$ cat config.mk
export PLATFORM = sky130hd
export DESIGN_NAME = mc_ctrl_fsm_flat
export DESIGN_NICKNAME = d
export VERILOG_FILES = /design/src/rtl/mc_ctrl_if.sv /design/src/rtl/mc_ctrl_fsm.sv /design/src/flat_wrapper.sv
export SDC_FILE = /design/constraint.sdc
export NUM_CORES = 1
export LEC_CHECK = 0
export ABC_AREA = 1
export CORE_ASPECT_RATIO = 0.8
export CORE_MARGIN = 2
export CORE_UTILIZATION = 25
export DETAILED_ROUTE_END_ITERATION = 12
export PLACE_DENSITY = 0.66
export SLEW_MARGIN = 40
export SYNTH_ARGS = -nofsm -noshare
export SYNTH_HDL_FRONTEND = slang
export SYNTH_SLANG_ARGS = --single-unit
$ cat constraint.sdc
create_clock -name clk -period 1.4 [get_ports clk]
set_clock_uncertainty 0.1 [all_clocks]
set_input_delay 0.42 -clock clk [delete_from_list [all_inputs] [get_ports clk]]
set_output_delay 0.42 -clock clk [all_outputs]
set_load 0.1 [all_outputs]
$ cat src/rtl/mc_ctrl_if.sv
// mc_ctrl_if: control bundle between the multi-cycle MIPS control FSM and its datapath.
// Carries the datapath status inputs (opc, Zero, mem_ready), the datapath control
// outputs, the sticky fault flag, the debug state and the performance counters.
//   master: datapath / environment side (drives opc, Zero, mem_ready)
//   slave : control FSM side (drives controls, fault, state_o, counters)
interface mc_ctrl_if #(
  parameter int unsigned CNT_W = 32
);
  logic [5:0]       opc;
  logic             Zero;
  logic             mem_ready;
  logic             PCWrite;
  logic             PCWriteControl;
  logic             IorD;
  logic             MemRead;
  logic             MemWrite;
  logic             IRWrite;
  logic             MemtoReg;
  logic             RegWrite;
  logic             RegDst;
  logic             ALUSelA;
  logic             TargetWrite;
  logic [1:0]       ALUSelB;
  logic [1:0]       PCSrc;
  logic [1:0]       ALUOp;
  logic             fault;
  logic [3:0]       state_o;
  logic [CNT_W-1:0] instr_cnt;
  logic [CNT_W-1:0] cycle_cnt;
  logic [CNT_W-1:0] stall_cnt;

  modport master (
    output opc, Zero, mem_ready,
    input  PCWrite, PCWriteControl, IorD, MemRead, MemWrite, IRWrite, MemtoReg,
           RegWrite, RegDst, ALUSelA, TargetWrite, ALUSelB, PCSrc, ALUOp,
           fault, state_o, instr_cnt, cycle_cnt, stall_cnt
  );

  modport slave (
    input  opc, Zero, mem_ready,
    output PCWrite, PCWriteControl, IorD, MemRead, MemWrite, IRWrite, MemtoReg,
           RegWrite, RegDst, ALUSelA, TargetWrite, ALUSelB, PCSrc, ALUOp,
           fault, state_o, instr_cnt, cycle_cnt, stall_cnt
  );
endinterface

$ cat src/rtl/mc_ctrl_fsm.sv
// mc_ctrl_fsm: multi-cycle MIPS control FSM with memory-ready handshake, wait timeout,
// BEQ/BNE/ADDI/J support and sticky fault on illegal opcode or memory timeout.
// Ports:
//   clk   - rising-edge clock
//   reset - synchronous active-low reset
//   bus   - mc_ctrl_if.slave: opc/Zero/mem_ready in; controls, fault, state_o,
//           instr_cnt/cycle_cnt/stall_cnt out
// Parameters: TMO_CYCLES (max consecutive not-ready cycles, 0 = no timeout), CNT_W.
// Optional: define MC_CTRL_PERF_EN to build the performance counters; otherwise the
// counter ports are tied to zero.
module mc_ctrl_fsm #(
  parameter int unsigned TMO_CYCLES = 255,
  parameter int unsigned CNT_W      = 32
) (
  input logic     clk,
  input logic     reset,
  mc_ctrl_if.slave bus
);

  localparam int unsigned WAIT_W = (TMO_CYCLES > 1) ? $clog2(TMO_CYCLES + 1) : 1;

  localparam logic [5:0] OP_R    = 6'b000000;
  localparam logic [5:0] OP_LW   = 6'b100011;
  localparam logic [5:0] OP_SW   = 6'b101011;
  localparam logic [5:0] OP_BEQ  = 6'b000100;
  localparam logic [5:0] OP_BNE  = 6'b000101;
  localparam logic [5:0] OP_ADDI = 6'b001000;
  localparam logic [5:0] OP_J    = 6'b000010;

  typedef enum logic [3:0] {
    S_FETCH  = 4'd0,
    S_DECODE = 4'd1,
    S_MEMADR = 4'd2,
    S_MEMRD  = 4'd3,
    S_MEMWB  = 4'd4,
    S_MEMWR  = 4'd5,
    S_EXEC   = 4'd6,
    S_RWB    = 4'd7,
    S_BRANCH = 4'd8,
    S_JUMP   = 4'd9,
    S_ADDIEX = 4'd10,
    S_ADDIWB = 4'd11,
    S_FAULT  = 4'd15
  } state_t;

  state_t            state;
  logic [WAIT_W-1:0] wait_cnt;
  logic              op_sw;
  logic              op_bne;
  logic              tmo_hit;

  // Timeout fires only when the wait counter has reached the limit and the timeout is enabled.
  assign tmo_hit = (TMO_CYCLES != 0) && (wait_cnt == WAIT_W'(TMO_CYCLES));

  // State register, wait counter and opcode latch. The wait counter is only non-zero
  // while dwelling in a memory-wait state, so it is cleared on every transition.
  always_ff @(posedge clk) begin
    if (!reset) begin
      state    <= S_FETCH;
      wait_cnt <= '0;
      op_sw    <= 1'b0;
      op_bne   <= 1'b0;
    end else begin
      wait_cnt <= '0;
      case (state)
        S_FETCH: begin
          if (bus.mem_ready)  state <= S_DECODE;
          else if (tmo_hit)   state <= S_FAULT;
          else                wait_cnt <= wait_cnt + WAIT_W'(1);
        end
        S_DECODE: begin
          op_sw  <= (bus.opc == OP_SW);
          op_bne <= (bus.opc == OP_BNE);
          case (bus.opc)
            OP_LW, OP_SW:   state <= S_MEMADR;
            OP_R:           state <= S_EXEC;
            OP_BEQ, OP_BNE: state <= S_BRANCH;
            OP_J:           state <= S_JUMP;
            OP_ADDI:        state <= S_ADDIEX;
            default:        state <= S_FAULT;
          endcase
        end
        S_MEMADR: state <= op_sw ? S_MEMWR : S_MEMRD;
        S_MEMRD: begin
          if (bus.mem_ready)  state <= S_MEMWB;
          else if (tmo_hit)   state <= S_FAULT;
          else                wait_cnt <= wait_cnt + WAIT_W'(1);
        end
        S_MEMWB:  state <= S_FETCH;
        S_MEMWR: begin
          if (bus.mem_ready)  state <= S_FETCH;
          else if (tmo_hit)   state <= S_FAULT;
          else                wait_cnt <= wait_cnt + WAIT_W'(1);
        end
        S_EXEC:   state <= S_RWB;
        S_RWB:    state <= S_FETCH;
        S_BRANCH: state <= S_FETCH;
        S_JUMP:   state <= S_FETCH;
        S_ADDIEX: state <= S_ADDIWB;
        S_ADDIWB: state <= S_FETCH;
        S_FAULT:  state <= S_FAULT;
        default:  state <= S_FAULT;
      endcase
    end
  end

  logic       pc_write, pc_write_control, iord, mem_read, mem_write, ir_write;
  logic       memto_reg, reg_write, reg_dst, alu_sel_a, target_write;
  logic [1:0] alu_sel_b, pc_src, alu_op;

  // Moore control decode from the registered state; everything is held at 0 while reset is low.
  always_comb begin
    pc_write         = 1'b0;
    pc_write_control = 1'b0;
    iord             = 1'b0;
    mem_read         = 1'b0;
    mem_write        = 1'b0;
    ir_write         = 1'b0;
    memto_reg        = 1'b0;
    reg_write        = 1'b0;
    reg_dst          = 1'b0;
    alu_sel_a        = 1'b0;
    target_write     = 1'b0;
    alu_sel_b        = 2'b00;
    pc_src           = 2'b00;
    alu_op           = 2'b00;
    if (reset) begin
      case (state)
        S_FETCH: begin
          mem_read  = 1'b1;
          alu_sel_b = 2'b01;
          ir_write  = bus.mem_ready;
          pc_write  = bus.mem_ready;
        end
        S_DECODE: begin
          alu_sel_b    = 2'b11;
          target_write = 1'b1;
        end
        S_MEMADR, S_ADDIEX: begin
          alu_sel_a = 1'b1;
          alu_sel_b = 2'b10;
        end
        S_MEMRD: begin
          mem_read = 1'b1;
          iord     = 1'b1;
        end
        S_MEMWB: begin
          reg_write = 1'b1;
          memto_reg = 1'b1;
        end
        S_MEMWR: begin
          mem_write = 1'b1;
          iord      = 1'b1;
        end
        S_EXEC: begin
          alu_sel_a = 1'b1;
          alu_op    = 2'b10;
        end
        S_RWB: begin
          reg_write = 1'b1;
          reg_dst   = 1'b1;
        end
        S_BRANCH: begin
          alu_sel_a        = 1'b1;
          alu_op           = 2'b01;
          pc_src           = 2'b01;
          // Branch sense comes from the opcode captured in DECODE.
          pc_write_control = op_bne ? ~bus.Zero : bus.Zero;
        end
        S_JUMP: begin
          pc_write = 1'b1;
          pc_src   = 2'b10;
        end
        S_ADDIWB: reg_write = 1'b1;
        default: ;
      endcase
    end
  end

  assign bus.PCWrite        = pc_write;
  assign bus.PCWriteControl = pc_write_control;
  assign bus.IorD           = iord;
  assign bus.MemRead        = mem_read;
  assign bus.MemWrite       = mem_write;
  assign bus.IRWrite        = ir_write;
  assign bus.MemtoReg       = memto_reg;
  assign bus.RegWrite       = reg_write;
  assign bus.RegDst         = reg_dst;
  assign bus.ALUSelA        = alu_sel_a;
  assign bus.TargetWrite    = target_write;
  assign bus.ALUSelB        = alu_sel_b;
  assign bus.PCSrc          = pc_src;
  assign bus.ALUOp          = alu_op;
  assign bus.fault          = (state == S_FAULT);
  assign bus.state_o        = state;

`ifdef MC_CTRL_PERF_EN
  logic [CNT_W-1:0] instr_q, cycle_q, stall_q;
  logic             wait_state;

  assign wait_state = (state == S_FETCH) || (state == S_MEMRD) || (state == S_MEMWR);

  // Performance counters; they wrap naturally and freeze once the FSM has faulted.
  always_ff @(posedge clk) begin
    if (!reset) begin
      instr_q <= '0;
      cycle_q <= '0;
      stall_q <= '0;
    end else if (state != S_FAULT) begin
      cycle_q <= cycle_q + CNT_W'(1);
      if ((state == S_FETCH) && bus.mem_ready) instr_q <= instr_q + CNT_W'(1);
      if (wait_state && !bus.mem_ready)        stall_q <= stall_q + CNT_W'(1);
    end
  end

  assign bus.instr_cnt = instr_q;
  assign bus.cycle_cnt = cycle_q;
  assign bus.stall_cnt = stall_q;
`else
  assign bus.instr_cnt = CNT_W'(0);
  assign bus.cycle_cnt = CNT_W'(0);
  assign bus.stall_cnt = CNT_W'(0);
`endif

endmodule

$ cat src/flat_wrapper.sv
// flat-port wrapper written by rule: the top's interface ports become plain ports
module mc_ctrl_fsm_flat 
#(
  parameter int unsigned TMO_CYCLES = 255,
  parameter int unsigned CNT_W      = 32
)
  (clk, reset, bus_opc, bus_Zero, bus_mem_ready, bus_PCWrite, bus_PCWriteControl, bus_IorD, bus_MemRead, bus_MemWrite, bus_IRWrite, bus_MemtoReg, bus_RegWrite, bus_RegDst, bus_ALUSelA, bus_TargetWrite, bus_ALUSelB, bus_PCSrc, bus_ALUOp, bus_fault, bus_state_o, bus_instr_cnt, bus_cycle_cnt, bus_stall_cnt);
  mc_ctrl_if #(.CNT_W(CNT_W)) bus_i ();
  input logic clk;
  input logic reset;
  input wire logic [$bits(bus_i.opc)-1:0] bus_opc;
  input wire logic [$bits(bus_i.Zero)-1:0] bus_Zero;
  input wire logic [$bits(bus_i.mem_ready)-1:0] bus_mem_ready;
  output wire logic [$bits(bus_i.PCWrite)-1:0] bus_PCWrite;
  output wire logic [$bits(bus_i.PCWriteControl)-1:0] bus_PCWriteControl;
  output wire logic [$bits(bus_i.IorD)-1:0] bus_IorD;
  output wire logic [$bits(bus_i.MemRead)-1:0] bus_MemRead;
  output wire logic [$bits(bus_i.MemWrite)-1:0] bus_MemWrite;
  output wire logic [$bits(bus_i.IRWrite)-1:0] bus_IRWrite;
  output wire logic [$bits(bus_i.MemtoReg)-1:0] bus_MemtoReg;
  output wire logic [$bits(bus_i.RegWrite)-1:0] bus_RegWrite;
  output wire logic [$bits(bus_i.RegDst)-1:0] bus_RegDst;
  output wire logic [$bits(bus_i.ALUSelA)-1:0] bus_ALUSelA;
  output wire logic [$bits(bus_i.TargetWrite)-1:0] bus_TargetWrite;
  output wire logic [$bits(bus_i.ALUSelB)-1:0] bus_ALUSelB;
  output wire logic [$bits(bus_i.PCSrc)-1:0] bus_PCSrc;
  output wire logic [$bits(bus_i.ALUOp)-1:0] bus_ALUOp;
  output wire logic [$bits(bus_i.fault)-1:0] bus_fault;
  output wire logic [$bits(bus_i.state_o)-1:0] bus_state_o;
  output wire logic [$bits(bus_i.instr_cnt)-1:0] bus_instr_cnt;
  output wire logic [$bits(bus_i.cycle_cnt)-1:0] bus_cycle_cnt;
  output wire logic [$bits(bus_i.stall_cnt)-1:0] bus_stall_cnt;
  assign bus_i.opc = bus_opc;
  assign bus_i.Zero = bus_Zero;
  assign bus_i.mem_ready = bus_mem_ready;
  assign bus_PCWrite = bus_i.PCWrite;
  assign bus_PCWriteControl = bus_i.PCWriteControl;
  assign bus_IorD = bus_i.IorD;
  assign bus_MemRead = bus_i.MemRead;
  assign bus_MemWrite = bus_i.MemWrite;
  assign bus_IRWrite = bus_i.IRWrite;
  assign bus_MemtoReg = bus_i.MemtoReg;
  assign bus_RegWrite = bus_i.RegWrite;
  assign bus_RegDst = bus_i.RegDst;
  assign bus_ALUSelA = bus_i.ALUSelA;
  assign bus_TargetWrite = bus_i.TargetWrite;
  assign bus_ALUSelB = bus_i.ALUSelB;
  assign bus_PCSrc = bus_i.PCSrc;
  assign bus_ALUOp = bus_i.ALUOp;
  assign bus_fault = bus_i.fault;
  assign bus_state_o = bus_i.state_o;
  assign bus_instr_cnt = bus_i.instr_cnt;
  assign bus_cycle_cnt = bus_i.cycle_cnt;
  assign bus_stall_cnt = bus_i.stall_cnt;
  mc_ctrl_fsm #(.TMO_CYCLES(TMO_CYCLES), .CNT_W(CNT_W)) u_core (.clk(clk), .reset(reset), .bus(bus_i));
endmodule
==> metrics.yaml, run 1 <==
period_needed_ns: 1.96
hp-class: "reg -> reg"
grt_pass1_vias: 1324
peakVddDrop_uv: 646
via_count: 1519
ys_warn_count: 0
drive_gt1_share_pct: 38.9
regArea_um2: 295
hold_viol: 0
grt_max_degree: 9
die_x_um: 95.7
multiInputGateArea_um2: 1210
postSynthAreaPerCell_um2: 6.54
synth_top_area_share_pct: 43.3
numPortBuffers: 31
cts_root_buf: "clkbuf_8"
status: "complete, but fails checks"
grt_antenna_before_repair: 0
drt_iter0_markers: 69
drc_errors: 0
grt_first_pass_wirelength_mm: 6.04
synth_top_area_cell: "buf_4"
antenna_cells: 0
cts_made_buffers: 3
vias_per_cell: 3.61
initial_core_util_pct: 26.1
worstSetupPathType: "reg -> out"
fin_util_pct: 41.7
fmax_mhz: 511
grt.overflow.total: 0
synthToLayoutAreaGrowth_pct: 59.9
slowest_stage: "dfxtp_4"
finalSetupViolCount: 35
rows: 26
total_power_mw: 5.81
cts.sink_count: 14
worst_slack_ns: -0.558
avgRoutedWirePerCell_um: 9.85
cts_tree: "built"
gp_congestion: 0.837
critical-path-top-delay-family: "flip-flops"
slowest_delay_ns: 0.39
path_clk_slew_ns: 0.06
rsz0062_at_grt: "yes"
synth_seq_cells: 14
path_buf_inv: 3
io_pins: 128
path_cells: "nor2_4 > inv_2 > nor2_4 > inv_4 > a21oi_4 > buf_12"
fin_crit_sh_pct: 140
core_um2: 6440
antenna_left: 0
power_density_nw_per_um2: 2160
placedInstanceArea_um2: 2400
num-nets-final: 349
syn_inst: 257
whs_ns: 0.351
critPathCaptureType: "output pin"
dieArea_um2: 7400
synth_area_um2: 1680
die_h_um: 77.3
htreeDepth: 1
max_cap_viol_count: 0
p_leak_nw: 1.31
slew_violations: 0
path_max_fanout: 6
fillers: 623
crit_path_start_kind: "flop"
gr-usage-all-layers_pct: 10.1
finalInstanceArea_um2: 2690
violations: "setup timing"
dr.pass1.iters: 4
required_ns: 0.88
cts_buffer_depth: 2
synth_seq_area_share_pct: 16.7
yosysUniqueCellTypes: 26
insertion_delay_ns: 0.25
place_hpwl_mm: 3.12
synth_area_leaders: "buf_4, dfxtp_1, nand2_1"
critPathArrivalTime_ns: 1.44
wirelength_mm: 4.15
critPathMostFrequentCell: "nor2_4"
## flip-flops by register name (all words and copies together) (netlist names)
name                flops
u_core.op_bne           1
u_core.bus.state_o      4
u_core.wait_cnt         8
u_core.op_sw            1
## power by group
group          switching, mW  internal [mW]
Combinational           3.27           1.52
Sequential             0.167          0.508
Clock                  0.149          0.202
## cells in the final DEF, fill, tap and decap left out, drive strengths merged, types with 2 or more instances in the layout
cell type    synthesis  routed
buf                 97      70
clkbuf               1       5
nand3               10      10
nor2                34      34
dfxtp               14      14
inv                 24      24
nand4                3       3
conb                 1      96
nand2               45      45
xor2                 2       2
xnor2                3       3
dlygate4sd2          0       8
a21oi                9       9
o21ai                7       7
nor3                 2       2
## layer usage
layer	GRT usage [%]	wire, um
met3	0.874	223
met2	17.3	2260
met5	0	0
met4	4.71	64
met1	12.7	1590
## synthesized netlist by cell type
cell type,n
o21ai_0,5
nand3_2,1
a2111oi_0,1
nand2_2,1
nand2_1,43
nand3_1,9
nand2_4,1
xnor2_1,3
conb_1,1
xor2_1,2
nor3b_2,1
dfxtp_1,14
clkbuf_1,1
buf_4,97
nor2_4,1
nor3_1,2
ha_1,1
inv_2,2
nor4_1,1
o211a_1,1
nor2_1,32
a21oi_1,9
nor2_2,1
o21ai_1,2
nand4_1,3
inv_1,22
## per-stage QoR
step                std cells  TNS, ns  worst slack [ns]
global route              421   -12.66            -0.610
floorplan                 352   -14.90            -0.960
global placement          401   -17.82            -0.803
CTS                       415    -9.71            -0.549
finish                    421   -10.78            -0.558
detailed placement        401   -18.36            -0.807
## layout make-up
class                           instances  area share [%]
Timing Repair Buffer                   79            34.3
Multi-Input combinational cell        216            45.1
Clock buffer                            4            1.68
Sequential cell                        14            11.0
Inverter                               24            4.00
Tap cell                               84            3.91
## cells by family (layout without fill, tap and decap cells)
family / count (synthesis) / count (layout) / share of synthesized area (%)
other: 1 / 96 / 0.223
AO/OA/AOI/OAI: 18 / 18 / 5.88
buffers and inverters: 122 / 107 / 48.9
XOR/XNOR: 5 / 5 / 2.61
AND/OR/NAND/NOR: 96 / 96 / 24.9
flip-flops: 14 / 14 / 16.7
adder cells (fa/ha/maj): 1 / 1 / 0.744
## path summary, 6_finish.rpt
path	startpoint	endpoint	slack [ns]	cells after the start
min	u_core.wait_cnt[0]$_SDFF_PP0_	u_core.wait_cnt[0]$_SDFF_PP0_	0.35	1
max	u_core.bus.state_o[3]$_SDFF_PN0_	bus_ALUSelB[1]	-0.56	6
max reg2reg	u_core.bus.state_o[3]$_SDFF_PN0_	u_core.wait_cnt[2]$_SDFF_PP0_	-0.18	9
min reg2reg	u_core.wait_cnt[0]$_SDFF_PP0_	u_core.wait_cnt[0]$_SDFF_PP0_	0.35	1
## repair_timing
item / CTS / global route
gates resized for setup: 42 / 14
endpoints found under the setup margin: 34 / 36
buffers inserted: 11 / 6
hold buffers: 0 / 0
pin swaps: 16 / 9
Note: power is estimated with default switching activity, not from simulation.
==> run 2, diff against run 1 <==
GPL_TIMING_DRIVEN = 0   (was unset)
PLACE_DENSITY = 0.64   (was 0.66)
clock period = 2 ns   (was 1.4 ns; I/O delays follow)
==> run 2 against run 1 <==
The flow still finishes with violations (setup timing). Utilization rose by 9.2 points. Hold slack got worse by 0.0057 ns. Sequential power down 28%. Critical path type is now in -> out. Flip-flop and latch count unchanged. Total power decreased by 31%. Largest cell class is now buffers. Global-route usage rose by 0.54 points. Setup slack better by 0.38 ns. Via count grew 14%. Register-to-register slack better by 0.59 ns.
==> metrics.yaml, run 2 (synthesis results as in run 1) <==
status: "complete, but fails checks"
violations: "setup timing"
core_um2: 6440
cts.sink_count: 14
fin_crit_sh_pct: 109
peakVddDrop_uv: 416
via_count: 1725
worstSetupPathType: "in -> out"
gr-usage-all-layers_pct: 10.6
worst_slack_ns: -0.179
regArea_um2: 295
numPortBuffers: 31
grt_antenna_before_repair: 0
synthToLayoutAreaGrowth_pct: 95.4
insertion_delay_ns: 0.24
finalSetupViolCount: 17
fmax_mhz: 459
r2r_cells: 9
required_ns: 1.30
antenna_left: 0
grt_pass1_vias: 1381
slew_violations: 0
die_h_um: 77.3
grt_first_pass_wirelength_mm: 6.33
io_pins: 128
avgRoutedWirePerCell_um: 8.73
placedInstanceArea_um2: 2600
cts_made_buffers: 3
path_clk_slew_ns: 0.06
drive_gt1_share_pct: 49.8
crit_path_start_kind: "input pin"
fin_util_pct: 51.0
most-common-layout-cells: "buf_4, conb_1, nand2_1"
drt_iter0_markers: 54
power_density_nw_per_um2: 1220
gp_congestion: 0.826
critPathArrivalTime_ns: 1.48
fillers: 601
hold_path_depth: 1
top_register: "u_core.wait_cnt"
grt.overflow.total: 0
rsz0062_at_grt: "yes"
num-nets-final: 426
grt_max_degree: 9
htreeDepth: 1
total_power_mw: 4.00
antenna_cells: 0
hold_viol: 0
initial_core_util_pct: 26.1
drc_errors: 0
largest_reg_flops: 8
finalInstanceArea_um2: 3280
vias_per_cell: 3.46
place_hpwl_mm: 3.23
postCtsHoldBufs: 0
dieArea_um2: 7400
totalNegativeSetupSlack_ns: -1.89
period_needed_ns: 2.18
cts_tree: "built"
whs_ns: 0.346
dr.pass1.iters: 5
cts_buffer_depth: 2
hp-class: "reg -> reg"
cts_root_buf: "clkbuf_8"
critPathCaptureType: "output pin"
layout_commonest_cell: "buf_4"
p_leak_nw: 1.74
rows: 26
multiInputGateArea_um2: 1250
max_cap_viol_count: 0
path_max_fanout: 5
wirelength_mm: 4.35
die_x_um: 95.7
## run 2: metal layers
layer | up-vias | global-route usage (%) | wire [um] | part of all wire (%)
li1 | 917 | - | - | -
met3 | 8 | 2.23 | 338 | 7.8
met1 | 734 | 12.8 | 1570 | 36
met4 | 0 | 2.43 | 68 | 1.6
met5 | - | 0 | 0 | 0
met2 | 66 | 19.2 | 2380 | 55
## run 2: path summary, 6_finish.rpt
check,slack [ns],from,endpoint
worst max register to register,0.41,u_core.bus.state_o[1]$_SDFF_PN0_,u_core.wait_cnt[2]$_SDFF_PP0_
worst max-delay path,-0.18,reset,bus_ALUSelA
worst min-delay path,0.35,u_core.wait_cnt[0]$_SDFF_PP0_,u_core.wait_cnt[0]$_SDFF_PP0_
worst min register to register,0.35,u_core.wait_cnt[0]$_SDFF_PP0_,u_core.wait_cnt[0]$_SDFF_PP0_
## run 2: through the flow
stage | worst slack, ns | instances
after floorplan | -0.618 | 352
after global routing | -0.240 | 498
final | -0.179 | 498
after global placement | -1.98 | 467
after detailed placement | -1.26 | 467
after CTS | -0.183 | 485
## run 2: area by class of cell
type	instances	area share [%]
multi-input combinational	216	38.0
clock buffer	3	1.26
timing repair buffer	58	21.5
inverter	24	3.62
buffer	98	23.3
clock inverter	1	0.114
tap	84	3.20
sequential	14	8.99
## run 2: timing repair
action	CTS	global route
resized for setup	98	21
setup endpoints to repair	22	17
cloned	1	0
setup buffers	13	13
pin swaps	10	16
## run 2: where the power goes
group,leakage [nW],internal [mW],switching (mW),total (mW)
Combinational,1.60,0.989,2.29,3.28
Sequential,0.117,0.356,0.133,0.489
Clock,0.0231,0.136,0.0992,0.235
## run 2: worst max-delay path, stage by stage
cell and delay [ns]:
buf_12 0.08, clkinvlp_4 0.14, buf_6 0.16, a2111oi_4 0.22, buf_6 0.28
==> run 3, diff against run 2 <==
CTS_BUF_LIST = sky130_fd_sc_hd__clkbuf_4 sky130_fd_sc_hd__clkbuf_8   (was unset)
==> results of run 3 <==
No change in the layout: final DEF, timing and power equal those of run 2.
==> RTL edit, RTL diff (settings of run 2) <==
`TMO_CYCLES` is set to 255 in 2 places; all go to 510.
--- a/src/rtl/mc_ctrl_fsm.sv
+++ b/src/rtl/mc_ctrl_fsm.sv
@@ -9,7 +9,7 @@
 // Optional: define MC_CTRL_PERF_EN to build the performance counters; otherwise the
 // counter ports are tied to zero.
 module mc_ctrl_fsm #(
-  parameter int unsigned TMO_CYCLES = 255,
+  parameter int unsigned TMO_CYCLES = 510,
   parameter int unsigned CNT_W      = 32
 ) (
   input logic     clk,
--- a/src/flat_wrapper.sv
+++ b/src/flat_wrapper.sv
@@ -1,7 +1,7 @@
 // flat-port wrapper written by rule: the top's interface ports become plain ports
 module mc_ctrl_fsm_flat 
 #(
-  parameter int unsigned TMO_CYCLES = 255,
+  parameter int unsigned TMO_CYCLES = 510,
   parameter int unsigned CNT_W      = 32
 )
   (clk, reset, bus_opc, bus_Zero, bus_mem_ready, bus_PCWrite, bus_PCWriteControl, bus_IorD, bus_MemRead, bus_MemWrite, bus_IRWrite, bus_MemtoReg, bus_RegWrite, bus_RegDst, bus_ALUSelA, bus_TargetWrite, bus_ALUSelB, bus_PCSrc, bus_ALUOp, bus_fault, bus_state_o, bus_instr_cnt, bus_cycle_cnt, bus_stall_cnt);
Formal check against the unedited RTL: no difference found for any inputs over 10 cycles, from zero or initial values and one cycle with reset low; that may be too few to reach the edited logic, so the function may still have changed.
==> RTL edit against run 2 <==
The flow still finishes with violations (setup timing); setup slack improved by 85 ps; synthesized cell count up 4.7%; total power is 1.4% higher; count of clock-buffer cells in the layout increased by 1; sequential cell count increased by 1; routed wire length fell by 6.6%; clock power increased by 3%; cell area decreased by 2.0%; area after synthesis rose by 5.7%; final cell count increased by 1.0%; critical endpoint is now bus_PCWrite; largest cell class unchanged; largest power group unchanged; highest routed layer unchanged.
==> RTL edit: results (changes against run 2) <==
Power and ir drop:
- The combinational logic power came to 3.32 mW (was 3.28 mW).
- The worst supply voltage drop on vdd is 0.638 mV (was 0.416 mV).
- The cell internal power dissipation was 1.44 mW (was 1.48 mW).
- The portion of total power attributed to combinational logic was 81.7% (was 81.9%).
- The cell leakage power is 1.73 nW (was 1.74 nW).

Placed design:
- The global placer's final weighted congestion is 0.818 (was 0.826).
- The number of placed cells counting well taps is 482 (was 467).
- The post-placement worst setup slack is -1050 ps (was -1260 ps).
- The cell area after placement is 2690 sq um (was 2600 sq um).

Route:
- The via density per instance is 3.36 (was 3.46).
- The met2 wire length is 2170 um (was 2380 um).
- The count of routing violations after the opening detailed-route iteration is 23 (was 54).
- The detailed-routing iteration count for the pre-antenna-repair pass is 4 (was 5).
- The routed length on met3 is 255 um (was 338 um).
- The met1 layer wirelength in the final routing came to 1620 um (was 1570 um).

Worst setup path:
- The capture point of the worst path is bus_PCWrite (was bus_ALUSelA).
- The worst-path maximum fanout is 6 (was 5).
- The flop-to-flop setup slack is 510 ps (was 410 ps).
- The worst reg2reg path depth is 7 (was 9).
- The startpoint type of the worst setup path was a register (was input port).
- The worst setup path startpoint was u_core.bus.state_o[3] (was reset).

Synthesis:
- The portion of the post-synthesis area used by sequential elements is 16.9% (was 16.7%).
- The average size of a mapped cell is 6.60 sq um (was 6.54 sq um).
- The xor/xnor share of the synthesized area is 2.96% (was 2.61%).
- The count of different cell masters after synthesis was 29 (was 26).
- The synthesized-area fraction occupied by adder cells was 1.41% (was 0.745%).
- Top cell types by occurrence after synthesis: sky130_fd_sc_hd__buf_4, sky130_fd_sc_hd__nand2_1, sky130_fd_sc_hd__nor2_1 (unchanged).
- The post-synthesis compound-gate area fraction came to 5.29% (was 5.88%).
- Largest cells by area after synthesis: sky130_fd_sc_hd__buf_4, sky130_fd_sc_hd__dfxtp_1, sky130_fd_sc_hd__nand2_1 (unchanged).

GRT:
- The met2 global-route usage was 18.2% (was 19.2%).
- The via count of the first global-routing pass is 1,389 (was 1,381).
- The met3 layer usage reported by global route came to 2.54% (was 2.23%).
- The met1 track demand over resource in global routing is 11.0% (was 12.8%).
- The largest net degree at the start of global routing is 10 (was 9).
- The first-pass GRT wire length was 6210 um (was 6330 um).
- The combined global-route utilization of all metal layers is 9.56% (was 10.6%).

Outcome:
- Violated checks: setup timing (unchanged).
- Status: finished, violations left (unchanged).

Cells and area:
- The flip-flop count of the largest register after layout is 9 (was 8).
- The share of post-route cells with drive strength above 1 is 46.9% (was 49.8%).
- The count of nets after finishing was 429 (was 426).
- The number of standard cells in the final layout excluding fillers is 503 (was 498).

Timing:
- The setup TNS is -589 ps (was -1890 ps).
- The post-route worst setup slack was -94.4 ps (was -179 ps).
- The setup violation total in the final timing report is 11 (was 17).
- The tightest hold margin is 359 ps (was 346 ps).

CTS:
- The post-CTS setup-driven buffer insertion count is 12 (was 13).

Min path:
- The end point of the most critical hold path is u_core.wait_cnt[0] (unchanged).
## RTL edit: cell count changes in the layout (fill, tap and decap cells not counted), sizes merged, moves of 2 or more
cell / change
nor2: +4
nand3: +3
nor3: +4
o21ai: -4
inv: +6
clkbuf: +2
dlygate4sd2: -2
buf: -11
nand2: -5
## RTL edit: worst max-delay path: stages (launching register included)
cell	delay [ps]
sky130_fd_sc_hd__dfxtp_4	390
sky130_fd_sc_hd__nor2_4	160
sky130_fd_sc_hd__buf_4	140
sky130_fd_sc_hd__nand3_4	100
sky130_fd_sc_hd__a21oi_4	170
sky130_fd_sc_hd__buf_12	190
## RTL edit: area by class of cell
| type | count | area, sq um |
|---|---|---|
| fillers | 677 | 3670 |
| plain buffers | 97 | 746 |
| inverters | 30 | 140 |
| flip-flops and latches | 15 | 315 |
| well taps | 87 | 109 |
| repair buffers | 48 | 599 |
| multi-input cells | 222 | 1260 |
| clock buffers | 4 | 45.0 |
